[config.mk]
export PLATFORM = sky130hd
export DESIGN_NAME = control_unit_fsm
export DESIGN_NICKNAME = d
export VERILOG_FILES = /design/src/rtl/control_unit_fsm.sv
export SDC_FILE = /design/constraint.sdc
export NUM_CORES = 1
export LEC_CHECK = 0
export BUFFER_PORTS_ARGS = -buffer_cell sky130_fd_sc_hd__buf_2
export CAP_MARGIN = 5
export CORE_AREA = 2 2 39 41
export CTS_BUF_LIST = sky130_fd_sc_hd__clkbuf_4 sky130_fd_sc_hd__clkbuf_8
export DETAILED_ROUTE_END_ITERATION = 16
export DIE_AREA = 0 0 41 43
export SYNTH_ARGS = -nofsm -noshare
export SYNTH_HDL_FRONTEND = slang
export SYNTH_SLANG_ARGS = --single-unit
[constraint.sdc]
create_clock -name i_Clock -period 2.8 [get_ports i_Clock]
set_clock_uncertainty 0.2 [all_clocks]
set_input_delay 0.28 -clock i_Clock [delete_from_list [all_inputs] [get_ports i_Clock]]
set_output_delay 0.28 -clock i_Clock [all_outputs]
set_load 0.05 [all_outputs]
[src/rtl/control_unit_fsm.sv]
// Control FSM for the 8-bit accumulator CPU: fetch/decode/execute sequencing, outputs decoded combinationally.
// Latency: 3 clocks per instruction; backpressure: INPUT holds (InWait) until Enter is high, HALT holds until reset.
module control_unit_fsm #(
  parameter int STATE_W = 4
) (
  input  logic               i_Clock,
  input  logic               i_Reset,
  input  logic               i_Enter,
  input  logic [2:0]         i_IR,
  input  logic               i_Aeq0,
  input  logic               i_Apos,
  output logic               o_IRload,
  output logic               o_PCload,
  output logic               o_JMPmux,
  output logic               o_Meminst,
  output logic               o_MemWr,
  output logic               o_Aload,
  output logic               o_Sub,
  output logic [1:0]         o_Asel,
  output logic               o_InWait,
  output logic               o_Halt,
  output logic [STATE_W-1:0] o_State
);

  typedef enum logic [3:0] {
    S_START  = 4'd0,
    S_FETCH  = 4'd1,
    S_DECODE = 4'd2,
    S_LOAD   = 4'd3,
    S_STORE  = 4'd4,
    S_ADD    = 4'd5,
    S_SUB    = 4'd6,
    S_INPUT  = 4'd7,
    S_JZ     = 4'd8,
    S_JPOS   = 4'd9,
    S_HALT   = 4'd10
  } state_t;

  localparam logic [2:0] OP_LOAD  = 3'b000;
  localparam logic [2:0] OP_STORE = 3'b001;
  localparam logic [2:0] OP_ADD   = 3'b010;
  localparam logic [2:0] OP_SUB   = 3'b011;
  localparam logic [2:0] OP_INPUT = 3'b100;
  localparam logic [2:0] OP_JZ    = 3'b101;
  localparam logic [2:0] OP_JPOS  = 3'b110;

  localparam logic [1:0] ASEL_ALU = 2'b00;
  localparam logic [1:0] ASEL_IN  = 2'b01;
  localparam logic [1:0] ASEL_RAM = 2'b10;

  state_t r_state;
  state_t w_next;

  logic       w_IRload;
  logic       w_PCload;
  logic       w_JMPmux;
  logic       w_Meminst;
  logic       w_MemWr;
  logic       w_Aload;
  logic       w_Sub;
  logic [1:0] w_Asel;
  logic       w_InWait;
  logic       w_Halt;

  always_ff @(posedge i_Clock or negedge i_Reset) begin
    if (!i_Reset) begin
      r_state <= S_START;
    end else begin
      r_state <= w_next;
    end
  end

  always_comb begin
    w_next    = S_START;
    w_IRload  = 1'b0;
    w_PCload  = 1'b0;
    w_JMPmux  = 1'b0;
    w_Meminst = 1'b0;
    w_MemWr   = 1'b0;
    w_Aload   = 1'b0;
    w_Sub     = 1'b0;
    w_Asel    = ASEL_ALU;
    w_InWait  = 1'b0;
    w_Halt    = 1'b0;
    case (r_state)
      S_START: begin
        w_next = S_FETCH;
      end
      S_FETCH: begin
        w_IRload = 1'b1;
        w_PCload = 1'b1;
        w_next   = S_DECODE;
      end
      S_DECODE: begin
        w_Meminst = 1'b1;
        case (i_IR)
          OP_LOAD:  w_next = S_LOAD;
          OP_STORE: w_next = S_STORE;
          OP_ADD:   w_next = S_ADD;
          OP_SUB:   w_next = S_SUB;
          OP_INPUT: w_next = S_INPUT;
          OP_JZ:    w_next = S_JZ;
          OP_JPOS:  w_next = S_JPOS;
          default:  w_next = S_HALT;
        endcase
      end
      S_LOAD: begin
        w_Meminst = 1'b1;
        w_Asel    = ASEL_RAM;
        w_Aload   = 1'b1;
        w_next    = S_FETCH;
      end
      S_STORE: begin
        w_Meminst = 1'b1;
        w_MemWr   = 1'b1;
        w_next    = S_FETCH;
      end
      S_ADD: begin
        w_Meminst = 1'b1;
        w_Aload   = 1'b1;
        w_next    = S_FETCH;
      end
      S_SUB: begin
        w_Meminst = 1'b1;
        w_Sub     = 1'b1;
        w_Aload   = 1'b1;
        w_next    = S_FETCH;
      end
      S_INPUT: begin
        w_Asel   = ASEL_IN;
        w_InWait = 1'b1;
        w_Aload  = i_Enter;
        w_next   = i_Enter ? S_FETCH : S_INPUT;
      end
      // Not-taken branches leave PC alone: it was already advanced in FETCH.
      S_JZ: begin
        w_JMPmux = 1'b1;
        w_PCload = i_Aeq0;
        w_next   = S_FETCH;
      end
      S_JPOS: begin
        w_JMPmux = 1'b1;
        w_PCload = i_Apos;
        w_next   = S_FETCH;
      end
      S_HALT: begin
        w_Halt = 1'b1;
        w_next = S_HALT;
      end
      default: begin
        w_next = S_START;
      end
    endcase
  end

  // Gating on the raw reset kills any write/load pulse the instant reset falls.
  assign o_IRload  = w_IRload  & i_Reset;
  assign o_PCload  = w_PCload  & i_Reset;
  assign o_JMPmux  = w_JMPmux  & i_Reset;
  assign o_Meminst = w_Meminst & i_Reset;
  assign o_MemWr   = w_MemWr   & i_Reset;
  assign o_Aload   = w_Aload   & i_Reset;
  assign o_Sub     = w_Sub     & i_Reset;
  assign o_Asel    = w_Asel    & {2{i_Reset}};
  assign o_InWait  = w_InWait  & i_Reset;
  assign o_Halt    = w_Halt    & i_Reset;
  assign o_State   = STATE_W'(r_state);

endmodule

# Word level (Yosys, flattened, before mapping)
# Index checks and enable logic that the tools add are counted.
[totals] mem_bits_ro=0 mem_count=0 latch_bits=0 output_inout_bits=15 wordCells=46 register_bits=4 input_bits=8 ram_bits=0
[op_classes] multipliers=0 eq_ne=16 n_lt_le_gt_ge=0 bitwise=10 mux=13 n_addsub=0 n_div=0 n_reduce_logical=6 shifts=0
[op_table] cell="case mux 4 bit (7 select lines)" n=1
[op_table] cell="case mux 4 bit (5 select lines)" n=1
[op_table] cell="equality test 4 x 3 -> 1 bit (second input constant)" n=4
[op_table] cell="equality test 4 bit (second input constant)" n=3
[op_table] cell="bitwise AND 1 bit" n=9
[op_table] cell="equality test 3 bit (second input constant)" n=3
[op_table] cell="equality test 4 x 2 -> 1 bit (second input constant)" n=2
[op_table] cell="2-to-1 mux 1 bit" n=7
[op_table] cell="OR reduction 7 bit" n=1
[op_table] cell="equality test 3 x 2 -> 1 bit (second input constant)" n=2
[op_table] cell="OR reduction 5 bit" n=1
[op_table] cell="equality test 4 x 1 -> 1 bit (second input constant)" n=1
[op_table] cell="zero test 4 bit" n=1
[op_table] cell="case mux 2 bit (2 select lines)" n=1
[op_table] cell="equality test 3 x 1 -> 1 bit (second input constant)" n=1
[op_table] cell="zero test 3 bit" n=1
[op_table] cell="2-to-1 mux 3 bit" n=1
[op_table] cell="case mux 1 bit (3 select lines)" n=1
[op_table] cell="OR reduction 3 bit" n=1
[op_table] cell="bitwise AND 2 bit" n=1
[op_table] cell="case mux 1 bit (2 select lines)" n=1
[op_table] cell="OR reduction 2 bit" n=1

# Depth between registers and ports, before layout
# Gate-level depths: netlist of run 1.
[depth] ltp_word=4 mapped_depth=5 mapped_depth_nobuf=3

# Worst setup path after synthesis of run 1
# Ideal clock, no wire load.
[synth_timing] kind="register -> output" from="register r_state[3] (netlist: o_State[3])" to="output o_Sub" path_slack_ns=0.183 required_time_ns=2.320 arrival_time_ns=2.137 n_path_buf=1 path_stages_with_launch=5 path_cell_list="dfrtp_1 buf_6 nor2b_1 nand2_1 nor3b_1"
[synth_via] elab_chain_cells=3
[synth_lines] element="start: declaration" line_no="51" rtl="state_t r_state;"
[synth_lines] element="start signal: assignment" line_no="69" rtl="r_state <= w_next;"
[synth_lines] element="equality test 4 x 3 -> 1 bit" line_no="85" rtl="case (r_state)"
[synth_lines] element="2-to-1 mux 1 bit" line_no="85"
[synth_lines] element="bitwise AND 1 bit" line_no="163" rtl="assign o_Sub = w_Sub & i_Reset;"
[synth_lines] element="end: declaration" line_no="18" rtl="output logic o_Sub,"
# No other way between the ends.

# Worst setup path after layout of run 1
[layout_timing] from="input i_Reset" to="output o_Sub"
[layout_via] elab_chain_cells=1
[layout_lines] element="start: declaration" line_no="7" rtl="input logic i_Reset,"
[layout_lines] element="bitwise AND 1 bit" line_no="163"
# No other way between the ends.

==> results of run 1 <==
## cell usage after synthesis
master    number
a21o_1         1
or3_1          1
a21oi_1        5
buf_4          2
dfrtp_1        4
xnor2_1        1
nor4_4         1
nor2_1         4
and3_4         1
nor2_4         1
o32ai_2        1
o21ai_0        1
and3_1         2
nor2b_4        1
inv_1          2
nand3_1        1
a221oi_2       1
nand3b_1       1
nand2_1        7
buf_2          1
and3_2         1
nor3b_1        1
nor3_1         6
nor2b_1        1
buf_6          2
## final cells by class
| type | instances | area, µm² | area share (%) |
|---|---|---|---|
| Multi-Input combinational cell | 39 | 259 | 48.9 |
| Inverter | 2 | 7.51 | 1.42 |
| Timing Repair Buffer | 23 | 120 | 22.7 |
| Tap cell | 16 | 20.0 | 3.78 |
| Sequential cell | 4 | 100 | 18.9 |
| Clock buffer | 3 | 22.5 | 4.26 |
## kinds of logic (layout without fill, tap and decap cells)
group	count (synthesis)	after routing	synth area share [%]
buffers and inverters	7	28	12.2
flip-flops	4	4	24.5
XOR/XNOR	1	1	2.14
AND/OR/NAND/NOR	29	29	44.3
AO/OA/AOI/OAI	9	9	16.8
## timing repair
| item | CTS | global route |
|---|---|---|
| gates resized for setup | 0 | 0 |
| endpoints found under the hold margin | 4 | 0 |
| setup endpoints to repair | 0 | 0 |
| hold buffers | 1 | 0 |
## worst reg2reg max path, stage by stage (launching register included)
cell     delay, ps
dfrtp_1        500
nor2_1         300
a21oi_1         90
o32ai_2        220
## per-layer routing
layer | track usage, % | routed length, µm | part of all wire (%) | up-vias
li1 | - | - | - | 218
met1 | 16.6 | 442 | 48 | 191
met2 | 18.1 | 434 | 47 | 14
met3 | 1.57 | 43 | 4.7 | 0
met4 | 2.00 | 0 | 0 | 0
met5 | 0 | 0 | 0 | -
## where the power goes
part           total [mW]  switching [mW]  leakage, nW  internal, mW
combinational       0.405           0.287        0.207         0.118
clock              0.0669          0.0192       0.0138        0.0477
sequential          0.145          0.0662       0.0507        0.0788
## path summary, 6_finish.rpt
path / endpoint / cells after the start / from
min reg2reg: o_State[0] / 1 / o_State[3]
max reg2reg: o_State[1] / 3 / o_State[2]
max in group asynchronous: o_State[1] / 2 / i_Reset
min: o_State[2] / 3 / i_Enter
max: o_Sub / 6 / i_Reset
min in group asynchronous: o_State[2] / 2 / i_Reset
==> results.ini, run 1 <==
[global_routing]
grt_pass1_vias=360
grt_max_degree=14
grt_use_total_pct=11.6
grt-ovfl-total=0
grt_pass1_wl_um=1510
antenna_found_initial=0

[floorplanning]
fp-row-count=14
die_area_mm2=0.00176
die_w_um=41
die_h_um=43
initial_core_util_pct=29.6
num_io_pins=23
core_area_mm2=0.00138

[synth]
synth_top_area_share_pct=24.5
ys_seq_area_share_pct=24.5
synth_top_cell_by_area=dfrtp_1
synth.avg_cell_area_um2=8.18
ys_ff_latch=4
yosysWarnings=0
syn_nets=58
synth.distinct_cells=25
syn_area_um2=409
syn_inst=50
synth_area_leaders=dfrtp_1 (24%), nor3_1 (7.3%), nand2_1 (6.4%)

[worst_setup_path]
cp_slowest_stage_delay_ps=520
r2r_slack_ps=1380
cp-start-kind=input pin
slowest_stage=dlygate4sd3_1
path_delay_family=buffers and inverters
crit_chain=dlygate4sd3_1, buf_2, nor2b_1, nand2_1, nor3b_1, buf_2
crit_required_ps=2320
crit_arrival_ps=1800
endpoint_kind=output pin
crit_buf_inv=3
critPathMaxFanout=8
cpMostUsedCell=buf_2
worst-setup-path-type=in2out

[clock_tree]
clkTransAtPathRegs_ps=40
post-cts-setup-buffer-count=0
h-tree-depth=1
cts_buffer_depth=2
cts_num_sinks=4
cts_made_buffers=3
insertion_delay_ps=220
cts_tree=done
root_buffer=clkbuf_4

[finish]
largest_reg_flops=4
layout_commonest_cell=buf_2
final_cell_mix=buf_2 (22), nand2_1 (7), nor3_1 (6)
design_area_um2=529
diodes=0
fin_cells=87
fin_nets=81
drive_above_1_share_pct=45.1
area_growth_pct=29.4
fill_cells=140
final_core_util_pct=38.2

[pwr]
leakagePower_nw=0.271
power_density_mw_per_mm2=1160
peakVddDrop_uv=286
total_power_mw=0.617

[placement]
hpwl_um=750
globalplace.congestion=0.762
portBuffers=22
pre_cts_ws_ps=982
dpl.cell_count=83
place_area_um2=497

[routing]
first_pass_iters=3
vias_per_cell=4.86
routed_wl_um=921
drt_first_iter_violations=5
routedWlPerCell_um=10.6
ant_nets=0
vias=423
route.detailed.drc=0

[run]
maxCapViolCount=0

[timing]
period_minus_slack_ps=2280
rsz0062_at_grt=false
tightest_slew_ps=392
timing.final.crit_share_pct=81.5
tns_ps=0
holdWs_ps=174
final-hold-violation-count=0
finalSetupViolCount=0
slew_violations=0
setup_ws_ps=519
max_freq_mhz=438
slew_headroom_pct=73.8

[run_status]
status=completed

[worst_hold_path]
min_path_type=in2reg

Note: power is estimated with default switching activity, not from simulation.
==> inputs of run 2 (changes only) <==
- ABC_AREA: not set -> 1
- clock period: 2.8 -> 2.2 ns (I/O delays scaled with it)
==> results.ini, run 2 <==
[synth]
synth_top_area_share_pct=26.8  ; +2.4 points
synth.avg_cell_area_um2=5.40  ; -34%
syn_inst=69  ; +38%
synth_common_cells=nand2_1 (22), nor2_1 (14), inv_1 (12)
syn_nets=77  ; +33%
synth_area_leaders=dfrtp_1 (27%), nand2_1 (22%), nor2_1 (14%)
synth_edf_count=0  ; unchanged
async_reset_ff_share_pct=100  ; unchanged
synth_top_cell_by_area=dfrtp_1
yosysWarnings=0  ; unchanged
synthFlopType=dfrtp_1
ys_ff_latch=4  ; unchanged
synth_most_common_cell=nand2_1
ys_seq_area_share_pct=26.8  ; +2.4 points
syn_area_um2=373  ; -8.9%
synth.distinct_cells=12  ; -52%

[routing]
drt_first_iter_violations=2  ; -3
routed_wl_um=969  ; +5.2%
route.detailed.drc=0  ; unchanged
vias=479  ; +13%
first_pass_iters=4  ; +1
vias_per_cell=4.35  ; -10%
routedWlPerCell_um=8.81  ; -17%
wl_met3_um=48  ; +12%
routed.top_layer=met3
wl_met1_um=426  ; -3.6%
ant_nets=0  ; unchanged
wl_met2_um=494  ; +14%

[global_routing]
grt_max_degree=10  ; -4
antenna_found_initial=0  ; unchanged
grt_pass1_vias=432  ; +20%
grt_use_total_pct=13.4  ; +1.8 points
grt-ovfl-total=0  ; unchanged
grt_pass1_wl_um=1630  ; +7.7%

[finish]
diodes=0  ; unchanged
final_cell_mix=nand2_1 (22), buf_2 (22), inv_1 (12), nor2_1 (12), nand3_1 (7)
drive_above_1_share_pct=31.9  ; -13 points
area_growth_pct=48.7
fill_cells=150  ; +7.1%
register_area_um2=100  ; unchanged
design_area_um2=554  ; +4.7%
largest_reg_flops=4  ; unchanged
fin_cells=110  ; +26%
multi_input_area_um2=246  ; -4.8%
fin_nets=104  ; +28%
final_core_util_pct=40.1  ; +1.8 points

[worst_setup_path]
slowest_stage=dlygate4sd3_1
crit_arrival_ps=1640  ; -160 ps
critPathMaxFanout=9  ; +1
worst-setup-path-type=in2out
r2r-start=o_State[2]
r2r-end=o_State[3]
crit_required_ps=1780  ; -540 ps
crit_path_start=i_Reset
cp-start-kind=input pin
reg2reg_depth=3  ; unchanged
cp_slowest_stage_delay_ps=530  ; about the same
crit_chain=dlygate4sd3_1, buf_2, inv_1, nor3_4, buf_2
r2r_slack_ps=800  ; -580 ps
cpMostUsedCell=buf_2
endpoint_kind=output pin

[clock_tree]
h-tree-depth=1  ; unchanged
root_buffer=clkbuf_4
clkTransAtPathRegs_ps=40  ; about the same
cts_made_buffers=3  ; unchanged
cts_tree=done
post_cts_resized=0  ; unchanged
insertion_delay_ps=230  ; about the same
cts_buffer_depth=2  ; unchanged
cts_num_sinks=4  ; unchanged

[placement]
dpl.cell_count=106  ; +28%
portBuffers=22  ; unchanged
globalplace.congestion=0.784  ; +2.9%
place_area_um2=522  ; +5.0%
hpwl_um=808  ; +7.6%

[timing]
finalSetupViolCount=0  ; unchanged
slew_headroom_pct=79.0  ; +5.2 points
tns_ps=0  ; unchanged
timing.final.crit_share_pct=93.8
rsz0062_at_grt=false
holdWs_ps=86.4  ; -87.5 ps
max_freq_mhz=485
tightest_slew_ps=314  ; -78.6 ps
period_minus_slack_ps=2060
final-hold-violation-count=0  ; unchanged
slew_violations=0  ; unchanged

[floorplanning]
initial_core_util_pct=26.9  ; -2.6 points
core_area_mm2=0.00138  ; unchanged
die_h_um=43  ; unchanged
fp-row-count=14  ; unchanged
die_w_um=41  ; unchanged
num_io_pins=23  ; unchanged
die_area_mm2=0.00176  ; unchanged

[worst_hold_path]
whs_endpoint=o_State[2]
hold_path_depth=4  ; +1
min_path_type=in2reg
worstHoldStart=i_Enter

[pwr]
leakagePower_nw=0.365  ; +34%
peakVddDrop_uv=527  ; +84%
power_density_mw_per_mm2=1410  ; +21%

[run_status]
status=completed

[run]
maxCapViolCount=0  ; unchanged

[run 2: cell types whose count changed after synthesis, moves of 2 or more]
cell | previous run | this run
nor3_1 | 6 | 2
and3_1 | 2 | 0
nand2_1 | 7 | 22
buf_6 | 2 | 0
a21oi_1 | 5 | 3
nor2_1 | 4 | 14
inv_1 | 2 | 12
nand3_1 | 1 | 7
[run 2: repair_timing]
action	4_1_cts	5_1_grt
endpoints found under the hold margin	4	0
setup buffers	0	0
setup endpoints to repair	0	0
hold buffers	1	0
[run 2: final cells by class]
type                       instances  share of cell area [%]
sequential                         4                    18.1
clock buffer                       3                    4.06
multi-input combinational         52                    44.5
tap                               16                    3.61
inverter                          12                    8.13
timing repair buffer              23                    21.7
[run 2: power breakdown]
group | leakage, nW | switching (mW) | internal [mW]
logic | 0.300 | 0.422 | 0.130
clock network | 0.0138 | 0.0272 | 0.0608
registers | 0.0513 | 0.0393 | 0.103
[run 2: kinds of logic (layout without fill, tap and decap cells)]
logic type	after synthesis	count (layout)	synth area share, %
DFF	4	4	26.8
and+or+nand+nor	48	48	53.7
buffers and inverters	13	38	14.1
AOI/OAI and AO/OA	4	4	5.37
[run 2: layer usage]
metal  GRT usage (%)  vias to the layer above
met5               0                        -
met4            8.00                        0
met1            16.3                      207
met3            1.57                        0
met2            21.3                       12
li1                -                      260
[run 2: how the worst max path moves through the flow]
stage                     end  slack (ps)  cells past startpoint
floorplan            o_PCload          20                      6
global placement    o_Meminst         510                      6
detailed placement  o_Meminst         510                      6
CTS                  o_InWait         140                      5
global route         o_PCload          40                      7
finish               o_InWait         140                      5
[run 2: worst max-delay path, delay by kind of cell]
kind                   cells  cell delay (ps)
and+or+nand+nor            1              210
buffers and inverters      4             1210
[run 2: through the flow]
step	setup slack, ps	total power, mW
after floorplan	20.3	0.582
after global placement	513	0.698
after global routing	35.2	0.857
after CTS	144	0.790
final	137	0.781
after detailed placement	506	0.696
